`config.mk`:
```
export PLATFORM = sky130hd
export DESIGN_NAME = stochastic_stream_decoder
export DESIGN_NICKNAME = d
export VERILOG_FILES = /design/src/rtl/stochastic_stream_decoder.sv
export SDC_FILE = /design/constraint.sdc
export NUM_CORES = 1
export LEC_CHECK = 0
export ABC_AREA = 1
export CAP_MARGIN = 20
export CORE_MARGIN = 3
export CORE_UTILIZATION = 46
export DETAILED_ROUTE_END_ITERATION = 6
export PLACE_DENSITY_LB_ADDON = 0.12
export SYNTH_ARGS = -nofsm -noshare
export SYNTH_HDL_FRONTEND = slang
export SYNTH_SLANG_ARGS = --single-unit
```
`constraint.sdc`:
```
create_clock -name clk -period 1.6 [get_ports clk]
set_clock_uncertainty 0.1 [all_clocks]
set_input_delay 0.32 -clock clk [delete_from_list [all_inputs] [get_ports clk]]
set_output_delay 0.32 -clock clk [all_outputs]
set_load 0.02 [all_outputs]
```
`src/rtl/stochastic_stream_decoder.sv`:
```
// Stochastic bitstream decoder: counts the ones in a framed stream of
// BIT_LENGTH bits and presents unipolar count and bipolar value on a
// valid/ready result port.
//
//   state   | meaning
//   --------+-----------------------------------------------------------
//   S_IDLE  | waiting for start; bit port closed, result holds last value
//   S_ACCUM | accepting bits, counting ones until the final bit arrives
//   S_HOLD  | result valid, held until the consumer takes it
module stochastic_stream_decoder #(
    parameter int BIT_LENGTH = 128,
    parameter int CNT_W      = $clog2(BIT_LENGTH + 1),
    parameter int IDX_W      = $clog2(BIT_LENGTH)
) (
    input  logic                    clk,
    input  logic                    rst,
    input  logic                    start,
    input  logic                    bit_in,
    input  logic                    bit_valid,
    output logic                    bit_ready,
    output logic                    busy,
    output logic                    out_valid,
    input  logic                    out_ready,
    output logic [CNT_W-1:0]        out_count,
    output logic signed [CNT_W:0]   out_bipolar
);

    typedef enum logic [1:0] {
        S_IDLE  = 2'd0,
        S_ACCUM = 2'd1,
        S_HOLD  = 2'd2
    } state_t;

    localparam logic [IDX_W-1:0] LAST_IDX = IDX_W'(BIT_LENGTH - 1);
    localparam logic [CNT_W:0]   LEN_EXT  = (CNT_W + 1)'(BIT_LENGTH);

    state_t            state;
    logic [CNT_W-1:0]  ones;
    logic [IDX_W-1:0]  idx;
    logic              accept;
    logic              final_bit;
    logic [CNT_W-1:0]  count_next;
    logic [CNT_W:0]    bipolar_next;

    // Port status and next-result arithmetic, all derived from current state.
    // The bipolar value wraps modulo 2^(CNT_W+1), which is exact because the
    // true result always lies in [-BIT_LENGTH, +BIT_LENGTH].
    always_comb begin
        bit_ready    = (state == S_ACCUM);
        busy         = (state != S_IDLE);
        accept       = bit_ready && bit_valid;
        final_bit    = accept && (idx == LAST_IDX);
        count_next   = ones + CNT_W'(bit_in);
        bipolar_next = {count_next, 1'b0} - LEN_EXT;
    end

    // Control FSM with the ones/index counters and registered result.
    always_ff @(posedge clk) begin
        if (rst) begin
            state       <= S_IDLE;
            ones        <= '0;
            idx         <= '0;
            out_count   <= '0;
            out_bipolar <= '0;
            out_valid   <= 1'b0;
        end else begin
            case (state)
                S_IDLE: begin
                    if (start) begin
                        state <= S_ACCUM;
                        ones  <= '0;
                        idx   <= '0;
                    end
                end
                S_ACCUM: begin
                    if (final_bit) begin
                        state       <= S_HOLD;
                        out_valid   <= 1'b1;
                        out_count   <= count_next;
                        out_bipolar <= $signed(bipolar_next);
                        ones        <= count_next;
                        idx         <= '0;
                    end else if (accept) begin
                        ones <= count_next;
                        idx  <= idx + 1'b1;
                    end
                end
                S_HOLD: begin
                    if (out_ready) begin
                        out_valid <= 1'b0;
                        if (start) begin
                            // back-to-back stream: no idle cycle in between
                            state <= S_ACCUM;
                            ones  <= '0;
                            idx   <= '0;
                        end else begin
                            state <= S_IDLE;
                        end
                    end
                end
                default: begin
                    state     <= S_IDLE;
                    out_valid <= 1'b0;
                end
            endcase
        end
    end

endmodule

```
==> results.md <==
- CTS tree: yes
- Port Buffers: 24
- Minimum clock period: 1.55 ns
- Grt total ovfl: 0
- HP Class: input pin to flip-flop
- Kind of critical path: flip-flop to flip-flop
- Fillers: 264
- Peak Freq: 647 MHz
- Initial Utilization: 50.5%
- I/O pin count: 26
- Ys Warns: 0
- Final worst-path setup slack: 0.0546 ns
- Worst path most repeated cell: nand2_4
- Peak supply drop: 509 uV
- Instance count on the critical path: 9
- CP Launch Type: flip-flop
- WP data required: 1.74 ns
- Data arrival time of the worst path: 1.69 ns
- Die height: 62.2 um
- Core Area: 0.00288 sq mm
- Routed WL per cell: 12.9 um
- Synth area leader: dfxtp_1
- Buffers & Inverters on Critical Path: 3
- Synthesized cell area: 0.00145 sq mm
- Final Cell Area: 0.00190 sq mm
- Storage cell area: 569 sq um
- EDFF count, synth: 0
- RSZ-0062 raised after global routing: true
- Crit path max fanout: 9
- Initial antenna violation count: 0
- Post-Syn Instances: 201
- Die area: 0.00387 sq mm
- Placer Congestion: 0.870
- Vias after detailed routing: 1418
- Total GRT Usage: 18.8%
- Share of layout cells above drive strength 1: 22.9%
- Clock transition at the registers of the reported paths: 0.15 ns
- Vias in the first global route: 1388
- DP Cell Count: 272
- FF-to-FF path depth: 9
- Total CTS buffers: 3
- Net count after synthesis: 210
- DP Worst Slack: -0.415 ns
- Final Non-Filler Cells: 278
- Ys async rst share: 0%
- Dpl cell area: 0.00180 sq mm
- CP peak stage delay: 0.39 ns
- H-tree Lvls: 1
- DP HPWL: 2560 um
- Distinct cells, synth: 27
- Setup violations, final: 0
- Cell Pwr Density: 657 mW/mm^2
- Delay-heaviest family, CP: flip-flops
- Clock tree buffer depth: 2
- Final Routed Wirelength: 3600 um
- Post-synthesis sequential area ratio: 38.6%
- Post-DRT Antenna Nets: 0
- First-pass GRT wire length: 6000 um
- Synth area leaders: dfxtp_1, nand2_1, nor2_1
- Yosys reg bits: 28
- Area Growth Syn to Fin: 30.4%
- Crit path max-delay cell type: dfxtp_2
- Largest net degree at the start of global routing: 16
- Fin crit share: 96.6%
- Final hold viol count: 0
- DRC viols: 0
- Critical-path cell list: inv_2 > nor2_4 > buf_4 > nand2_4 > nand2_2 > nand2_4 > buf_12 > o21ai_0 > a21oi_1
- Sink Count: 28
- Leak: 0.881 nW
- Clk_lat worst skew: 0.34 ns
- DRT Pass-1 Iters: 4
- Cell Rows: 19
- Hold path cells: 4
- Ys flop type: dfxtp_1
- Outcome: complete, no violations
- Max-slew violations: 0
- Fin nets: 246
- Antenna cell count: 0
- Mean Syn Cell Area: 7.23 sq um
- Synth top area share: 38.6%
- Via density: 5.10
- Multi-input logic area: 801 sq um
- Max-Cap Viols: 0
- Iter 0 DRT Violations: 53
- Die Width: 62.2 um
- Root Buffer: clkbuf_4
- Crit. End Element: flip-flop
## power by group
| part | switching [mW] | total, mW | leakage [nW] | internal (mW) |
|---|---|---|---|---|
| clock | 0.219 | 0.359 | 0.0210 | 0.140 |
| sequential | 0.0102 | 0.717 | 0.229 | 0.706 |
| combinational | 0.0948 | 0.170 | 0.631 | 0.0749 |
| total | 0.324 | 1.25 | 0.881 | 0.921 |
## worst paths after layout
kind,end,slack (ns),from
setup / recovery,ones[2],0.05,state[0]
hold / removal,out_count[0],0.31,bit_in
setup reg to reg,ones[2],0.05,state[0]
hold reg to reg,out_bipolar[7],0.37,out_bipolar[7]
## worst reg2reg max path: stages (launching register included)
cell and delay [ns]:
dfxtp_2 0.39, inv_2 0.06, nor2_4 0.09, buf_4 0.14, nand2_4 0.08, nand2_2 0.10, nand2_4 0.10, buf_12 0.15
o21ai_0 0.19, a21oi_1 0.06
## what timing repair did
action	CTS	global route
hold buffers	0	0
gates cloned	1	0
resized for setup	29	18
pin swaps	1	5
endpoints found under the setup margin	25	21
setup buffers	0	1
## synthesized netlist by cell type (all sizes together), types with 2 or more instances
library cell / number
nand3: 14
buf: 9
dfxtp: 28
inv: 21
nor3: 3
xor2: 3
clkbuf: 2
nand2: 54
nor2: 31
a21oi: 15
o21ai: 11
ha: 3
## routing by layer
| layer | routed length, um | vias to the layer above | track usage (%) |
|---|---|---|---|
| met5 | 0 | - | 0 |
| met4 | 97 | 0 | 7.18 |
| met3 | 187 | 14 | 4.68 |
| met2 | 1870 | 47 | 36.4 |
| met1 | 1440 | 655 | 19.0 |
| li1 | - | 702 | - |
## layout make-up
type,instances,area share (%)
timing repair buffer,41,18.7
inverter,21,4.29
sequential,28,30.0
clock buffer,4,1.91
tap,42,2.77
multi-input combinational,142,42.2
## flip-flops by register name (all words and copies together) (netlist names)
register	flops
ones	8
out_count	8
idx	7
out_bipolar	2
state	2
out_valid	1
## cells by family after synthesis
family,count (synthesis),synth area share [%]
buffers and inverters,32,11.3
adders and majority gates,3,2.58
other,1,0.258
AOI/OAI and AO/OA,29,10.7
xor gates and xnor gates,4,2.41
DFF,28,38.6
and+or+nand+nor,104,34.3
## metrics by stage
stage	power, mW	TNS, ns	hold WS, ns	utilization, %
final	1.25	0	0.311	65.9
after global routing	1.29	-0.210	0.324	65.9
after CTS	1.25	0	0.374	63.7
after detailed placement	0.893	-6.38	0.356	62.5
after global placement	0.890	-5.11	0.352	62.5
after floorplan	0.820	0	0.347	-
## cells in the final DEF (no fill, tap or decap), drive strengths merged, types with 3 or more instances in the layout
cell           instances
dfxtp                 28
nor2                  32
nor3                   3
clkdlybuf4s50          4
ha                     3
xor2                   3
o21ai                 11
clkbuf                 5
a21oi                 15
buf                   18
inv                   21
nand3                 14
dlygate4sd2           17
nand2                 54
(Power assumes the default switching activity.)
